`src/rtl/lut_sweep.sv`:
```
// lut_sweep: programmable N-input truth table swept minterm by minterm over a valid/ready stream.
// Define LUT_SWEEP_SIG_EN to add the 16-bit sweep signature output sig.
module lut_sweep #(
  parameter int N = 4,
  parameter logic [2**N-1:0] INIT = '0
) (
  input  logic         clk,
  input  logic         reset,
  input  logic         prog_we,
  input  logic [N-1:0] prog_addr,
  input  logic         prog_data,
  input  logic         start,
  input  logic         ready,
  output logic         valid,
  output logic [N-1:0] vec,
  output logic         s,
  output logic         busy,
  output logic         done,
`ifdef LUT_SWEEP_SIG_EN
  output logic [15:0]  sig,
`endif
  output logic [N:0]   ones_count
);
  typedef enum logic [1:0] {IDLE, SWEEP, DONE} state_t;
  localparam logic [N-1:0] LAST = {N{1'b1}};
  localparam logic [N-1:0] ONE = {{(N-1){1'b0}}, 1'b1};
  state_t state;
  logic [2**N-1:0] tbl, tbl_w;
  // A write coinciding with start must already be visible to the first sample.
  always_comb begin
    tbl_w = tbl;
    if (prog_we) tbl_w[prog_addr] = prog_data;
  end
  always_ff @(posedge clk) begin
    if (reset) begin
      state      <= IDLE;
      valid      <= 1'b0;
      done       <= 1'b0;
      busy       <= 1'b0;
      vec        <= '0;
      s          <= 1'b0;
      ones_count <= '0;
      tbl        <= INIT;
`ifdef LUT_SWEEP_SIG_EN
      sig        <= '0;
`endif
    end else begin
      unique case (state)
        IDLE: begin
          done <= 1'b0;
          tbl  <= tbl_w;
          if (start) begin
            state      <= SWEEP;
            busy       <= 1'b1;
            valid      <= 1'b1;
            vec        <= '0;
            s          <= tbl_w[0];
            ones_count <= '0;
`ifdef LUT_SWEEP_SIG_EN
            sig        <= '0;
`endif
          end
        end
        SWEEP: if (ready) begin
          ones_count <= ones_count + {{N{1'b0}}, s};
`ifdef LUT_SWEEP_SIG_EN
          sig <= {sig[14:0], 1'b0} ^ (sig[15] ? 16'h1021 : 16'h0000) ^ {15'b0, s};
`endif
          if (vec == LAST) begin
            state <= DONE;
            valid <= 1'b0;
            done  <= 1'b1;
          end else begin
            vec <= vec + ONE;
            s   <= tbl[vec + ONE];
          end
        end
        DONE: begin
          state <= IDLE;
          done  <= 1'b0;
          busy  <= 1'b0;
        end
        default: state <= IDLE;
      endcase
    end
  end
endmodule

```
`config.mk`:
```
export PLATFORM = sky130hd
export DESIGN_NAME = lut_sweep
export DESIGN_NICKNAME = d
export VERILOG_FILES = /design/src/rtl/lut_sweep.sv
export SDC_FILE = /design/constraint.sdc
export NUM_CORES = 1
export LEC_CHECK = 0
export ABC_CLOCK_PERIOD_IN_PS = 1750
export CAP_MARGIN = 20
export CORE_MARGIN = 2
export CORE_UTILIZATION = 45
export DETAILED_ROUTE_END_ITERATION = 12
export GPL_TIMING_DRIVEN = 0
export HOLD_SLACK_MARGIN = 0.08
export PLACE_DENSITY = 0.81
export SETUP_SLACK_MARGIN = 0.2
export SYNTH_ARGS = -nofsm -noshare
export SYNTH_HDL_FRONTEND = slang
export SYNTH_SLANG_ARGS = --single-unit
export TNS_END_PERCENT = 5
```
`constraint.sdc`:
```
create_clock -name clk -period 1.75 [get_ports clk]
set_input_delay 0.2625 -clock clk [delete_from_list [all_inputs] [get_ports clk]]
set_output_delay 0.2625 -clock clk [all_outputs]
set_load 0.01 [all_outputs]
```
# Word-level counts from Yosys, hierarchy flattened
# Cells that the tools add are included.
# word_totals
regBits	31
in_bits	10
output_inout_bits	13
word_cells	63
# classes
n_addsub	2
magnitude_cmp	3
eq_ne	7
n_mux	29
reduce_logical	13
# ops
cell	n
$bwmux 16	1
$mux 4	3
$mux 1	11
$lt 4x5->1 const B	2
$mux 5	2
$pmux 5 s2	1
$reduce_and 3->1	3
$ne 2x2->1 const B	4
$pmux 1 s2	4
$pmux 4 s2	1
$reduce_and 4->1	2
$mux 2	3
$reduce_bool 2->1	3
$add 5x1->5	1
$add 4x1->4 const B	1
$bmux 1 s4	1
$demux 1 s4	1
$eq 4x4->1 const B	1
$ge 4x1->1 const B	1
$pmux 2 s2	1
$reduce_and 2->1	2
$eq 2x1->1 const B	1
$eq 2x2->1 const B	1
$logic_not 2->1	1
other kinds (2)	2

# Logic depth before layout (Yosys ltp)
# depth
depth_word	8
mapped_depth	6
mapped_depth_nobuf	6

# Worst setup path after synthesis
# OpenSTA, ideal clock, no wires.
# synth_timing
kind	register -> register
startpoint	register vec[0]
endpoint	register s
setup_ns	0.121
t_arrival_ns	1.816
t_required_ns	1.629
setup_slack_ns	-0.187
stages_incl_launch_ff	6
path_buffers	0
period_less_slack_ns	1.937
path_cell_list	dfxtp_1 -> ha_1 -> mux4_1 -> mux2_4 -> o31ai_2 -> o21ai_1
# synth_via
elab_chain_cells	6
elab_cells_between_ends	9
cone_classes	1 x add/sub; 2 x eq/ne; 5 x mux; 1 x reduce/logical
# synth_lines
element	line_no	rtl
from (decl)	15	output logic [N-1:0] vec,
from (signal assigned)	74	vec <= vec + ONE;
$add 4x1->4	75	s <= tbl[vec + ONE];
$bmux 1 s4	75	
$mux 1 (implied by the code)	75	
$mux 1	69	if (vec == LAST) begin
$mux 1	64	SWEEP: if (ready) begin
$pmux 1 s2	48	unique case (state)
to (signal assigned)	57	s <= tbl_w[0];
to (signal assigned)	75	
to (decl)	16	output logic s,
# Several ways; a longest one is shown, not always the timed one. The select of a mux whose other input is x is not followed.
# A chain may end at the register's enable or synchronous reset.

# Worst setup path after layout
# Ends and elaborated chain as after synthesis.

==> impl_results.md <==
* Initial DRC Count at 67
* Period utilization at 105%
* Setup TNS Final at -95.6 ps
* Clk Latency, worst-skew pair at between 300 and 400 ps
* M1 wire length at approximately 1500 um
* Placer Congestion at about 0.86
* Area occupied by multi-input gates at ~950 um^2
* Met3 wire length at approximately 160 um
* Most frequent cells in the layout: 27 x nor2_1, 24 x dfxtp_1, 15 x mux2i_1, 13 x clkdlybuf4s50_1, 12 x nand2_1
* Fin crit period at 1850 ps
* Mapped cell area at 1580 um^2
* Tightest Hold Check Type: in2reg
* DR WL met2 at ~1700 um
* CTS Sinks at 31
* Post-route setup slack at -95.6 ps
* Commonest non-fill, non-tap cell in the layout: nor2_1
* Global Route Usage Sum at 19.3%
* Top delay family on crit path: multiplexers
* Peak supply drop at roughly 340 uV
* Die area at 4010 um^2
* Core area at around 3400 um^2
* Largest net degree at the start of global routing at 11
* Gate Count Post-Synth at 172
* Leak at between 0.8 and 0.9 nW
* Filler instances at slightly above 300
* Final nets at 215
* Placement Setup Slack at -215 ps
* Clk pwr share at 34.6%
* Run status: complete, but fails checks
* Failing checks: setup timing
* Layout cell share with drive strength beyond 1 at 21.2%
* Synthesized flop and latch total at 31
* Sequential power share at between 50% and 60%
* Number of port buffers at 19
* Critical Setup Path Class: reg2reg
* Slowest stage delay, CP at roughly 520 ps
* Cell Rows at 21
* DR top layer: met4
* HPWL after DPL at approximately 2400 um
* Worst Skew at ~8 ps
* Register area share after synthesis at roughly 39%
* Mapped Nets at 185
* Initial Utilization at approximately 47%
* Final setup violation count at 1
* Worst path slowest cell: mux4_2
* Combinational share of power at around an eighth
* Vias in the first global route at 1351
* Max-cap viol count at 0
* Fmax at about 540 MHz
* CTS clk-pin slew, worst paths at 100 ps
* Netlist cell types at 39
* Vias at about 1.3k
* Mux share of post-synthesis cell area at between 10% and 20%
* First-pass GRT wire length at 6060 um
* Via-per-instance ratio at between 5 and 6
* Final Non-Filler Cells at 249
* H-tree depth at 2
* Clock Tree Root: clkbuf_4
* Worst hold slack at 320 ps
* Sw Share at around 25%
* Clock tree buffer depth at 2
* Yosys warning total at 0
* Largest family of logic cells by synthesized area: simple AND/OR/NAND/NOR gates
* P_int at a little over 0.001 W
* Sw Pwr at ~0.00035 W
* Tot Pwr at roughly 0.0014 W
* Num CTS Buffers at 5
* Ports at 23
* Drt pass-1 iters at 4
* Final hold violations at 0
* Worst slew pin tran at roughly 470 ps
* Synth Area in Simple Gates at approximately a quarter
* Pwr/cell area at approximately 690 nW/um^2
* Dpl cells at around 240
* CP Launch Type: register
* Residual DRC at 0
* Die width at 63.3 um
* Area grow syn2layout at 27.4%
* Total Wirelength at roughly 3500 um
* Setup crit end kind: register
* GRT overflow at 0
* Slew headroom at 68.7%
* Syn_area_per_cell at 9.20 um^2
* Final ANT Viol Nets at 0
* Required time of the critical path at 1980 ps
* Initial antenna violation count at 0
* Synth Area in XOR/XNOR at approximately 2.8%
* CP Cell Sequence: ha_4, mux4_2, mux2_4, o31ai_4, o21ai_1
* Arrival @ worst endpoint at around 2100 ps
* Seq. cell area at about 640 um^2
* Buffers & Inverters on Critical Path at 0
* Crit-path max FO at 5
* Slew Limit Fails at 0
* Post-DR wirelength/cell at between 10 and 15 um
* Die height at 63.3 um
* Post-Synth Adder-Cell Area at under 10%
* Post-synthesis compound-gate area fraction at roughly a tenth
* RSZ-0062 raised after global routing: yes
* CTS tree: built
* Ant. Diodes at 0
==> through the flow <==
stage | cell area [um^2] | util [%]
after global routing | 2020 | 59.9
after global placement | 1840 | 54.8
final | 2020 | 59.9
after detailed placement | 1840 | 54.8
after CTS | 1950 | 58.0
after floorplan | 1600 | -
==> Yosys cell counts (all sizes together) <==
| cell | number | area (um^2) |
|---|---|---|
| nand4 | 7 | 43.8 |
| nand3 | 5 | 25.0 |
| a21oi | 8 | 51.3 |
| a21o | 2 | 15.0 |
| ha | 3 | 37.5 |
| clkbuf | 6 | 32.5 |
| a221oi | 1 | 8.76 |
| o21ai | 6 | 30.0 |
| nor2 | 30 | 113 |
| a211o | 1 | 10.0 |
| and3 | 3 | 18.8 |
| nor2b | 3 | 18.8 |
| mux2 | 1 | 15.0 |
| nor4 | 1 | 6.26 |
| and3b | 1 | 8.76 |
| xnor2 | 1 | 8.76 |
| o22ai | 1 | 6.26 |
| nand2 | 15 | 56.3 |
| a211oi | 1 | 7.51 |
| buf | 4 | 31.3 |
| inv | 2 | 7.51 |
| mux4 | 4 | 101 |
| nand2b | 4 | 32.5 |
| xor2 | 4 | 35.0 |
| nand3b | 2 | 15.0 |
| o31ai | 1 | 12.5 |
| a32oi | 2 | 17.5 |
| mux2i | 15 | 150 |
| nor3 | 5 | 25.0 |
| nor3b | 1 | 12.5 |
| dfxtp | 31 | 621 |
| or2b | 1 | 8.76 |
==> metal layers <==
layer | vias to the layer above | track usage (%)
met3 | 9 | 4.64
met1 | 634 | 22.8
met5 | - | 0
met4 | 0 | 9.51
met2 | 35 | 32.6
li1 | 668 | -
==> power by group through the flow <==
stage	registers [W]	clock network, W	logic [W]
6_report	0.000720	0.000477	0.000184
5_1_grt	0.000722	0.000520	0.000198
4_1_cts	0.000723	0.000487	0.000173
3_5_place_dp	0.000742	0	0.000165
3_3_place_gp	0.000741	0	0.000164
2_1_floorplan	0.000743	0	0.000106
==> worst reg2reg max path, delay by kind of cell, from the launching register on <==
kind,cells,cell delay [ps]
mux,2,810
flops,1,360
compound gates,2,270
fa+ha+maj,1,310
==> worst paths after layout <==
kind / slack (ps) / endpoint / startpoint / cells after the start
worst max-delay path: -100 / s / vec[0] / 5
worst min-delay path: 320 / tbl[4] / prog_data / 3
worst max register to register: -100 / s / vec[0] / 5
worst min register to register: 480 / busy / busy / 2
==> flip-flops by register name, indices dropped and copies added (netlist names) <==
signal	flops
done	1
state	2
tbl	16
ones_count	5
busy	1
s	1
valid	1
vec	4
==> timing repair <==
item	4_1_cts	5_1_grt
endpoints found under the hold margin	0	0
pin swaps	2	14
setup buffers	3	1
endpoints found under the setup margin	12	20
gates resized for setup	9	22
hold buffers	0	0
==> logic make-up (layout without fill, tap and decap cells) <==
family                     after synthesis  in the layout
muxes                                   20             20
AOI/OAI and AO/OA                       23             23
DFF                                     31             31
and+or+nand+nor                         78             78
adders and majority gates                3              3
xor gates and xnor gates                 5              5
buffers and inverters                   12             43
==> cell type report <==
| cell class | instances | area share, % |
|---|---|---|
| plain buffers | 10 | 3.23 |
| multi-input cells | 129 | 47.3 |
| clock buffers | 8 | 3.41 |
| well taps | 46 | 2.86 |
| repair buffers | 23 | 11.1 |
| inverters | 2 | 0.372 |
| flip-flops and latches | 31 | 31.7 |
No activity file was read; power rests on OpenSTA's default activity.
